[src/rtl/ifu_bp_update_ctl.sv]
`default_nettype none
// ============================================================================
// Module   : ifu_bp_update_ctl
// Brief    : Branch-predictor update controller: BHT init sweep, update queue,
//            debug write port, fetch lookup and registered mispredict redirect.
//            Optional same-cycle/queued update bypass: BP_UPDATE_BYPASS_EN.
// Revision : 1.0 - initial release
// ============================================================================
module ifu_bp_update_ctl #(
    parameter int BHT_DEPTH = 256,
    parameter int QDEPTH    = 4
) (
    input  logic                         clk,
    input  logic                         rst_l,
    input  logic                         exu_mp_valid,
    input  logic                         exu_mp_kill,
    input  logic [30:0]                  exu_mp_pc,
    input  logic [1:0]                   exu_mp_hist,
    input  logic                         exu_mp_misp,
    input  logic [30:0]                  exu_mp_path,
    input  logic                         dbg_wr_en,
    input  logic [$clog2(BHT_DEPTH)-1:0] dbg_wr_addr,
    input  logic [1:0]                   dbg_wr_data,
    input  logic [$clog2(BHT_DEPTH)-1:0] ifu_rd_addr,
    output logic [1:0]                   ifu_rd_hist,
    output logic                         ifu_redirect_valid,
    output logic [30:0]                  ifu_redirect_path,
    output logic                         bp_init_busy,
    output logic                         bp_q_full,
    output logic [7:0]                   bp_drop_cnt
);

    localparam int AW = $clog2(BHT_DEPTH);
    localparam int QW = $clog2(QDEPTH);

    localparam logic [0:0] ST_INIT = 1'b0;
    localparam logic [0:0] ST_RUN  = 1'b1;

    logic [0:0]    state_q, state_d;
    logic [AW-1:0] sweep_q, sweep_d;
    logic [QW:0]   wr_ptr_q, wr_ptr_d;
    logic [QW:0]   rd_ptr_q, rd_ptr_d;
    logic [7:0]    drop_q, drop_d;
    logic          redir_valid_q, redir_valid_d;
    logic [30:0]   redir_path_q, redir_path_d;

    logic [1:0]    bht_q    [BHT_DEPTH];
    logic [AW-1:0] q_idx_q  [QDEPTH];
    logic [1:0]    q_hist_q [QDEPTH];

    logic          w_run, w_empty, w_full;
    logic          w_push_req, w_push, w_pop, w_drop, w_redir;
    logic [AW-1:0] w_push_idx;
    logic          w_bht_we;
    logic [AW-1:0] w_bht_waddr;
    logic [1:0]    w_bht_wdata;
    logic [1:0]    w_tbl_rd;
    logic          w_unused_pc;

    assign w_run      = (state_q == ST_RUN);
    assign w_push_idx = exu_mp_pc[AW-1:0];
    assign w_unused_pc = ^exu_mp_pc[30:AW];

    // Extra MSB on the pointers separates full from empty when low bits match.
    assign w_empty = (wr_ptr_q == rd_ptr_q);
    assign w_full  = (wr_ptr_q[QW] != rd_ptr_q[QW]) &&
                     (wr_ptr_q[QW-1:0] == rd_ptr_q[QW-1:0]);

    assign w_push_req = exu_mp_valid & ~exu_mp_kill;
    assign w_pop      = w_run & ~w_empty & ~dbg_wr_en;
    assign w_push     = w_run & w_push_req & (~w_full | w_pop);
    assign w_drop     = w_push_req & ~w_push;
    assign w_redir    = exu_mp_valid & exu_mp_misp & ~exu_mp_kill;

    always_comb begin
        w_bht_we    = 1'b0;
        w_bht_waddr = '0;
        w_bht_wdata = 2'b00;
        if (!w_run) begin
            w_bht_we    = 1'b1;
            w_bht_waddr = sweep_q;
            w_bht_wdata = 2'b01;
        end else if (dbg_wr_en) begin
            w_bht_we    = 1'b1;
            w_bht_waddr = dbg_wr_addr;
            w_bht_wdata = dbg_wr_data;
        end else if (w_pop) begin
            w_bht_we    = 1'b1;
            w_bht_waddr = q_idx_q[rd_ptr_q[QW-1:0]];
            w_bht_wdata = q_hist_q[rd_ptr_q[QW-1:0]];
        end
    end

    always_comb begin
        state_d = state_q;
        sweep_d = sweep_q;
        if (!w_run) begin
            sweep_d = sweep_q + 1'b1;
            if (sweep_q == AW'(BHT_DEPTH - 1)) begin
                state_d = ST_RUN;
            end
        end
        wr_ptr_d      = wr_ptr_q + {{QW{1'b0}}, w_push};
        rd_ptr_d      = rd_ptr_q + {{QW{1'b0}}, w_pop};
        drop_d        = (w_drop && (drop_q != 8'hFF)) ? drop_q + 8'd1 : drop_q;
        redir_valid_d = w_redir;
        redir_path_d  = w_redir ? exu_mp_path : redir_path_q;
    end

    always_ff @(posedge clk or negedge rst_l) begin
        if (!rst_l) begin
            state_q       <= ST_INIT;
            sweep_q       <= '0;
            wr_ptr_q      <= '0;
            rd_ptr_q      <= '0;
            drop_q        <= 8'h00;
            redir_valid_q <= 1'b0;
            redir_path_q  <= '0;
        end else begin
            state_q       <= state_d;
            sweep_q       <= sweep_d;
            wr_ptr_q      <= wr_ptr_d;
            rd_ptr_q      <= rd_ptr_d;
            drop_q        <= drop_d;
            redir_valid_q <= redir_valid_d;
            redir_path_q  <= redir_path_d;
        end
    end

    // Storage arrays carry no reset; validity comes from the sweep and pointers.
    always_ff @(posedge clk) begin
        if (w_bht_we) begin
            bht_q[w_bht_waddr] <= w_bht_wdata;
        end
        if (w_push) begin
            q_idx_q[wr_ptr_q[QW-1:0]]  <= w_push_idx;
            q_hist_q[wr_ptr_q[QW-1:0]] <= exu_mp_hist;
        end
    end

    assign w_tbl_rd = bht_q[ifu_rd_addr];

`ifdef BP_UPDATE_BYPASS_EN
    logic [QW:0]   w_cnt;
    logic [QW-1:0] w_slot;
    logic          w_byp_hit;
    logic [1:0]    w_byp_hist;

    assign w_cnt = wr_ptr_q - rd_ptr_q;

    // Walk oldest to youngest so the youngest match wins; the port write wins last.
    always_comb begin
        w_byp_hit  = 1'b0;
        w_byp_hist = 2'b00;
        w_slot     = '0;
        for (int i = 0; i < QDEPTH; i++) begin
            w_slot = rd_ptr_q[QW-1:0] + QW'(i);
            if (((QW+1)'(i) < w_cnt) && (q_idx_q[w_slot] == ifu_rd_addr)) begin
                w_byp_hit  = 1'b1;
                w_byp_hist = q_hist_q[w_slot];
            end
        end
        if (w_bht_we && (w_bht_waddr == ifu_rd_addr)) begin
            w_byp_hit  = 1'b1;
            w_byp_hist = w_bht_wdata;
        end
    end

    assign ifu_rd_hist = !w_run ? 2'b00 : (w_byp_hit ? w_byp_hist : w_tbl_rd);
`else
    assign ifu_rd_hist = !w_run ? 2'b00 : w_tbl_rd;
`endif

    assign ifu_redirect_valid = redir_valid_q;
    assign ifu_redirect_path  = redir_path_q;
    assign bp_init_busy       = ~w_run;
    assign bp_q_full          = w_full;
    assign bp_drop_cnt        = drop_q;

endmodule
`default_nettype wire

[config.mk]
export PLATFORM = sky130hd
export DESIGN_NAME = ifu_bp_update_ctl
export DESIGN_NICKNAME = d
export VERILOG_FILES = /design/src/rtl/ifu_bp_update_ctl.sv
export SDC_FILE = /design/constraint.sdc
export NUM_CORES = 1
export LEC_CHECK = 0
export CAP_MARGIN = 40
export CORE_MARGIN = 4
export CORE_UTILIZATION = 65
export CTS_BUF_LIST = sky130_fd_sc_hd__clkbuf_8 sky130_fd_sc_hd__clkbuf_16
export DETAILED_ROUTE_END_ITERATION = 8
export PLACE_DENSITY = 0.85
export SYNTH_ARGS = -nofsm -noshare
export SYNTH_HDL_FRONTEND = slang
export SYNTH_SLANG_ARGS = --single-unit
[constraint.sdc]
create_clock -name clk -period 23.4 [get_ports clk]
set_clock_uncertainty 0.1 [all_clocks]
set_input_delay 5.85 -clock clk [delete_from_list [all_inputs] [get_ports clk]]
set_output_delay 5.85 -clock clk [all_outputs]
set_load 0.01 [all_outputs]
Yosys cells after proc, flatten, opt, wreduce, memory -nomap -nowiden
Memories as Yosys holds them, arrays and structs flattened.
Index checks and enable logic that the tools add are counted.

storage, ports and cells
  bits in registers = 55
  bits in latches = 0
  bits in writable memories = 552
  ROM bits = 0
  bits of input ports = 88
  memories kept = 3

memory list
  memory    words  width  read ports  clocked after memory_dff  write ports  line  text
  bht_q     256    2      1           0                         1            47    logic [1:0] bht_q [BHT_DEPTH];
  q_idx_q   4      8      1           0                         1            48    logic [AW-1:0] q_idx_q [QDEPTH];
  q_hist_q  4      2      1           0                         1            49    logic [1:0] q_hist_q [QDEPTH];

operators by class
  add/subtract/negate cells = 4
  multiply operators = 0
  divide/modulo/power cells = 0
  $lt $le $gt $ge = 0
  eq/ne operators = 5
  shift-type cells = 0
  muxes and demuxes = 16
  bitwise gates (word level) = 15
  reduce and logical (&&, ||, !) cells = 2

operator list
  kind                 number
  $mux 8               3
  $add 8x1->8 const B  2
  $mux 1               9
  $and 1x1->1          8
  $eq 8x8->1 const B   1
  $mux 2               4
  $ne 8x8->1 const B   1
  $add 3x1->3          2
  $not 1->1            6
  $eq 3x3->1           1
  $eq 2x2->1           1
  $logic_and 1x1->1    2
  $ne 1x1->1           1
  $or 1x1->1           1

Depth between registers and ports, before layout
Gate-level depths: netlist of the first run.

  depth in word-level cells = 9
  depth in mapped cells = 11
  mapped depth without buffers = 9

Least setup slack after synthesis of the first run
OpenSTA, ideal clock, no wires.

  path kind = input -> register
  from = in dbg_wr_en
  to = mem bht_q[0][1] (data pin)
  data arrival time = 12.189 ns
  data required time = 21.911 ns
  setup slack = 9.722 ns
  cell stages on the path = 4
  path through = clkbuf_1 > nor3b_1 > a21oi_1 > nor2_1

on the way
  longest elaborated chain between the ends = 5

RTL lines
  item                line  text
  start, declared     21    input logic dbg_wr_en,
  $not 1->1           70    assign w_pop = w_run & ~w_empty & ~dbg_wr_en;
  $and 1x1->1         70
  $mux 2              87    end else if (w_pop) begin
  $mux 2 *            83    end else if (dbg_wr_en) begin
  $mux 2 *            79    if (!w_run) begin
  net w_bht_wdata[1]  56    logic [1:0] w_bht_wdata;
  end, declared       47

The timed path passes the listed nets; every way through them passes the cells marked *.

Final worst setup path of the first run
  from = in ifu_rd_addr[2]
  to = out ifu_rd_hist[0]

on the way
  longest elaborated chain between the ends = 2

RTL lines
  item             line  text
  start, declared  24    input logic [$clog2(BHT_DEPTH)-1:0] ifu_rd_addr,
  $mem_v2 256x2    --
  $mux 2           171   assign ifu_rd_hist = !w_run ? 2'b00 : w_tbl_rd;
  end, declared    25    output logic [1:0] ifu_rd_hist,

Every way passes these cells.

==> run_results.csv, run 1 <==
group,metric,value,unit
global_route,grt_pass1_wl,86960,um
timing,hold_violations,0,
synth,synth-xor-area-share,0.006931,
setup_path,critical_path.startpoint,"ifu_rd_addr[2]",
timing,setup_violations,0,
timing,period_share,0.6829,
synth,synth_area,25270,sq um
clocking,clkTransAtPathRegs,0.06,ns
placed_design,dpl-instance-area,26760,sq um
power,vdd_drop_max,64.11,uV
floorplan,die_w,205.2,um
cells_and_area,area_growth,13.26,%
floorplan,dieArea,42100,sq um
worst_hold_path,worstHoldPathType,"register to register",
global_route,grt.total_usage,0.2751,
power,p_total,2.232,mW
global_route,grt_max_degree,100,
setup_path,crit_path_end_kind,"primary output",
synth,synth_cells,1539,
timing,rsz0062_at_grt,"false",
synth,netlist_top_cells_area,"edfxtp_1 66%, mux4_2 8.0%, dfrtp_1 5.4%",
synth,synth-compound-area-share,0.04159,
synth,synth_edf_count,552,
synth,ys.flop_type,"edfxtp_1",
setup_path,cp.arrival,10.03,ns
timing,max_slew_margin,0.4364,
synth,syn_area_per_cell,16.42,sq um
placed_design,gp_congestion,0.8247,
power,leakagePower,10.04,nW
cells_and_area,fin_nets,1734,
clocking,postCtsSetupRepairBufs,0,
floorplan,fp.dieH,205.2,um
setup_path,r2r_start,"rd_ptr_q[0]",
drt,firstDrtPassIters,5,
timing,timing.fmax,62.58,MHz
synth,async_flop_share,0.09061,
drt,vias_per_cell,6.561,
clocking,clk_latency,0.60,ns
cells_and_area,num-fill-cells,2170,
placed_design,dp_cells,2092,
drt,drc,0,
setup_path,required,17.45,ns
global_route,antenna_found_initial,0,
clocking,clockBufferDepth,3,
clocking,cts_hold_buf,0,
clocking,numCtsBuffers,58,
timing,finalMaxSlewViolations,0,
setup_path,cp_max_fo,29,
synth,synth_cell_type_count,67,
synth,synth_fa_ha_area_frac,0.002475,
drt,drt-wirelength-per-cell,25.64,um
floorplan,start_util,0.6647,
cells_and_area,final_cells,2198,
floorplan,core_area,38020,sq um
status,status,"finished clean",
timing,tightest_slew,0.8454,ns
placed_design,place_hpwl,33460,um
clocking,post_cts_resized,0,
clocking,numClockSinks,607,
synth,ys_ff_latch,607,
drt,drt_iter0_drc,1596,
setup_path,crit_slowest_cell,"clkdlybuf4s50_1",
timing,setup_tns,0,ns
placed_design,io_buffers,108,
drt,routed_wl,56350,um
synth,muxShareOfSynthArea,0.1374,
timing,post-route-min-period,15.98,ns
cells_and_area,fin_area,28630,sq um
flow_run,maxCapViolCount,0,
worst_hold_path,hp-start,"wr_ptr_q[2]",
floorplan,io_pins,132,
global_route,grt_overflow,0,
drt,ant_nets,0,
cells_and_area,diodes,0,
global_route,grt_pass1_vias,15070,
synth,syn-num-nets,1632,
power,powerDensity,77.98,nW/um^2
synth,synthDominantCellAreaShare,0.6559,
clocking,h-tree-depth,2,
setup_path,slowest_delay,0.60,ns
clocking,root_buffer,"clkbuf_16",
cells_and_area,drive_gt1_frac,0.1743,
drt,route.vias.total,14420,
synth,synth-simple-area-share,0.07505,
synth,ys.warnings.count,0,
timing,worst_slack,7.420,ns
synth,synth_top_family_by_area,"multiplexers",
setup_path,crit_path_start_kind,"input pin",
synth,synth_top_area_cell,"edfxtp_1",
setup_path,cp_cell_sequence,"clkdlybuf4s50_1 > buf_4 > nand2_1 > buf_4 > o221ai_1 > o311ai_0 > a2111oi_0 > nand4_1 > a21bo_2 > o221ai_1 > clkdlybuf4s50_1",
synth,yosysSeqAreaShare,0.7103,
clocking,cts_tree,"built",
placed_design,pre_cts_slack,7.544,ns
setup_path,path_class,"input pin to primary output",
floorplan,num_rows,71,
==> placed cells by master, fill, tap and decap left out, types with 8 or more instances in the layout <==
| cell | instances |
|---|---|
| a2111oi_0 | 10 |
| o22ai_1 | 25 |
| clkbuf_16 | 61 |
| nand2_1 | 39 |
| mux2_2 | 38 |
| o21ai_0 | 8 |
| mux2i_1 | 99 |
| nor2_1 | 275 |
| buf_4 | 22 |
| xnor2_1 | 10 |
| inv_1 | 25 |
| nand2_2 | 29 |
| clkinv_2 | 11 |
| dfrtp_1 | 55 |
| nand3_1 | 14 |
| nor3_1 | 11 |
| xor2_1 | 10 |
| clkdlybuf4s50_1 | 104 |
| mux4_2 | 90 |
| a21oi_1 | 18 |
| o221ai_1 | 32 |
| clkinv_1 | 16 |
| edfxtp_1 | 552 |
==> per-stage QoR <==
stage               utilization  hold slack (ns)
global route             0.7529           0.4119
floorplan                     -           0.3507
detailed placement       0.7039           0.3730
global placement         0.6981           0.3682
CTS                      0.7529           0.3870
finish                   0.7529           0.3864
==> routing by layer <==
metal,global-route usage,part of all wire
met5,0,0
met4,0.1033,0.038
met2,0.4692,0.51
met1,0.3509,0.35
met3,0.06210,0.096
==> state kept, by name, summed over array words and instances, names as in the netlist <==
signal              count
q_hist_q                8
ifu_redirect_path      31
wr_ptr_q                3
bht_q                 512
ifu_redirect_valid      1
state_q                 1
sweep_q                 8
bp_drop_cnt             8
q_idx_q                32
rd_ptr_q                3
==> final timing paths <==
| check | slack [ns] | cells past startpoint | endpoint |
|---|---|---|---|
| max | 7.42 | 11 | ifu_rd_hist[0] |
| min | 0.39 | 1 | wr_ptr_q[2] |
| max reg2reg | 19.82 | 8 | bht_q[8][1] |
| min reg2reg | 0.39 | 1 | wr_ptr_q[2] |
| max in group asynchronous | 17.49 | 2 | ifu_redirect_path[0] |
| min in group asynchronous | 5.27 | 2 | bp_drop_cnt[1] |
==> synth_stat cells, drive strengths merged, types with 5 or more instances <==
library cell,instances
nand2,69
mux2,38
o221ai,32
xnor2,10
a21oi,18
nor3,12
a2111oi,10
and2,10
ha,5
buf,77
inv,14
nand3,14
and2b,7
o311ai,9
a211oi,7
o21a,8
o22ai,25
and3,6
xor2,10
nor2,280
edfxtp,552
mux4,91
mux2i,99
o21ai,9
clkbuf,19
nand4,5
dfrtp,55
==> critical path: cells and delay by family <==
family / cells / cell delay (ns)
AO/OA/AOI/OAI: 5 / 1.45
buffers and inverters: 4 / 1.88
AND/OR/NAND/NOR: 2 / 0.81
==> layout make-up <==
class                           instances  area, sq um  share of cell area
Tap cell                              511        639.4             0.02234
Multi-Input combinational cell        820         6683              0.2335
Timing Repair Buffer                  138         1430             0.04996
Clock inverter                         44        320.3             0.01119
Clock buffer                           62         1540             0.05381
Inverter                               16        60.06            0.002098
Sequential cell                       607        17950              0.6272
==> power breakdown <==
group,internal [mW],switching [mW]
Combinational,0.0678,0.0599
Clock,0.525,0.385
Sequential,1.18,0.0121
Total,1.78,0.457
==> logic make-up after synthesis <==
logic type      after synthesis
mux                         228
buf+inv                     112
fa+ha+maj                     5
flops                       607
compound gates              141
simple gates                426
xor+xnor                     20
(Power assumes the default switching activity.)
==> run 2, diff against run 1 <==
Settings changed: CORE_UTILIZATION 65 to 54, PLACE_DENSITY 0.85 to 0.76.
Clock period 23.4 ns to 14.7 ns, I/O delays scaled along.
==> run 2 against run 1 <==
Compared with the run above:
- register-to-register slack lost 8.7 ns
- core utilization is 13 points lower
- setup slack got worse by 4.1 ns
- worst hold slack better by 0.0020 ns
- global-route usage down 4.6 points
- critical path depth decreased by 1
- highest routed layer unchanged
- combinational power is 59% higher
- flip-flop and latch count is the same
==> run_results.csv, run 2 (synthesized netlist as in run 1, its figures left out) <==
group,metric,value,unit
setup_path,reg2reg_depth,7,
floorplan,num_rows,79,
setup_path,path_depth,10,
global_route,grt_max_degree,99,
global_route,grt_pass1_wl,88150,um
drt,ant_nets,0,
timing,rsz0062_at_grt,"false",
timing,period_share,0.7768,
clocking,numCtsBuffers,59,
power,leakagePower,10.09,nW
timing,finalMaxSlewViolations,0,
timing,hold_violations,0,
timing,timing.fmax,87.57,MHz
placed_design,io_buffers,108,
drt,firstDrtPassIters,6,
timing,tightest_slew,0.9256,ns
drt,vias_per_cell,6.166,
global_route,antenna_found_initial,1,
floorplan,start_util,0.5452,
status,status,"finished clean",
drt,drt-wirelength-per-cell,24.79,um
setup_path,path_class,"input pin to primary output",
setup_path,crit_path_end_kind,"primary output",
setup_path,cp_cell_sequence,"clkdlybuf4s50_1 > buf_4 > nand2_1 > buf_4 > o221ai_1 > o311ai_0 > a2111oi_0 > nand4_1 > o221ai_1 > clkdlybuf4s50_1",
power,vdd_drop_max,121.0,uV
timing,setup_violations,0,
timing,post-route-min-period,11.42,ns
setup_path,path_buf_inv,4,
clocking,clockBufferDepth,3,
drt,drt_iter0_drc,1490,
timing,setup_tns,0,ns
worst_hold_path,min_path_cells,1,
setup_path,cp_max_fo,32,
setup_path,crit_path_start_kind,"input pin",
cells_and_area,largest_reg_flops,512,
setup_path,required,10.93,ns
clocking,cts_hold_buf,0,
clocking,post_cts_resized,0,
setup_path,crit_slowest_cell,"clkdlybuf4s50_1",
clocking,h-tree-depth,2,
placed_design,place_hpwl,34480,um
clocking,clkTransAtPathRegs,0.06,ns
worst_hold_path,worstHoldPathType,"register to register",
clocking,cts_tree,"built",
floorplan,io_pins,132,
timing,max_slew_margin,0.3669,
cells_and_area,finalCoreUtilization,0.6213,
global_route,grt_pass1_vias,14970,
clocking,numClockSinks,607,
flow_run,maxCapViolCount,0,
cells_and_area,fin_area,28800,sq um
cells_and_area,area_growth,13.97,%
floorplan,core_area,46360,sq um
cells_and_area,most-common-layout-cells,"552 x edfxtp_1, 275 x nor2_1, 104 x clkdlybuf4s50_1",
placed_design,gp_congestion,0.8043,
floorplan,fp.dieH,224.3,um
cells_and_area,regMostFlops,"bht_q",
setup_path,critPathTopFamily,"buffers and inverters",
floorplan,die_w,224.3,um
setup_path,cp.arrival,7.64,ns
placed_design,dpl-instance-area,26810,sq um
clocking,root_buffer,"clkbuf_16",
global_route,grt_overflow,0,
cells_and_area,final_common_cell,"edfxtp_1",
clocking,clk_latency,0.62,ns
cells_and_area,drive_gt1_frac,0.1722,
floorplan,dieArea,50330,sq um
power,powerDensity,126.4,nW/um^2
drt,routed_wl,56970,um
setup_path,slowest_delay,0.63,ns
drt,route.vias.total,14170,
drt,drc,0,
global_route,grt.total_usage,0.2293,
cells_and_area,fin_nets,1733,
clocking,postCtsSetupRepairBufs,0,
## run 2: final timing paths
kind                                 from              to  slack [ns]
min in group asynchronous           rst_l  bp_drop_cnt[5]        3.10
hold reg to reg                sweep_q[5]      sweep_q[5]        0.39
hold / removal                 sweep_q[5]      sweep_q[5]        0.39
setup / recovery           ifu_rd_addr[2]  ifu_rd_hist[0]        3.28
max in group asynchronous           rst_l      sweep_q[7]       10.92
setup reg to reg              rd_ptr_q[0]   bht_q[175][0]       11.11
## run 2: routing by layer
layer  global-route usage  up-vias  part of all wire
li1                     -     6158                 -
met1               0.3019     7204              0.38
met2               0.3833      671              0.50
met3              0.04894      136             0.085
met4              0.08281        0             0.035
met5                    0        -                 0
## run 2: layout make-up
type                       instances  area [sq um]
clock inverter                    47         422.9
timing repair buffer             136          1360
clock buffer                      64          1568
inverter                          16         60.06
sequential                       607         17950
fill                            3264         17560
multi-input combinational        820          6678
tap                              607         759.5
antenna                            1         2.502
## run 2: where the power goes
part           internal [mW]  total [mW]  leakage [nW]  switching [mW]
sequential              1.88        1.90          6.27          0.0197
clock                  0.904        1.54          1.04           0.632
combinational          0.108       0.204          2.78          0.0968
total                   2.89        3.64          10.1           0.748
## run 2: metrics by stage
step / setup slack, ns / power, mW / hold slack, ns / cells
after floorplan: 3.197 / 2.042 / 0.3507 / 1539
after global placement: 3.149 / 2.135 / 0.3682 / 2178
after detailed placement: 3.480 / 2.141 / 0.3769 / 2186
after CTS: 3.482 / 3.660 / 0.3891 / 2297
after global routing: 3.211 / 3.749 / 0.4091 / 2298
final: 3.281 / 3.642 / 0.3884 / 2298
## run 2: worst reg2reg max path, stage by stage (launching register included)
cell,delay [ns]
dfrtp_1,0.83
xor2_1,0.26
nor3_1,0.08
buf_4,0.18
nor3b_1,0.19
a21oi_1,0.11
nand2_4,0.57
buf_4,0.82
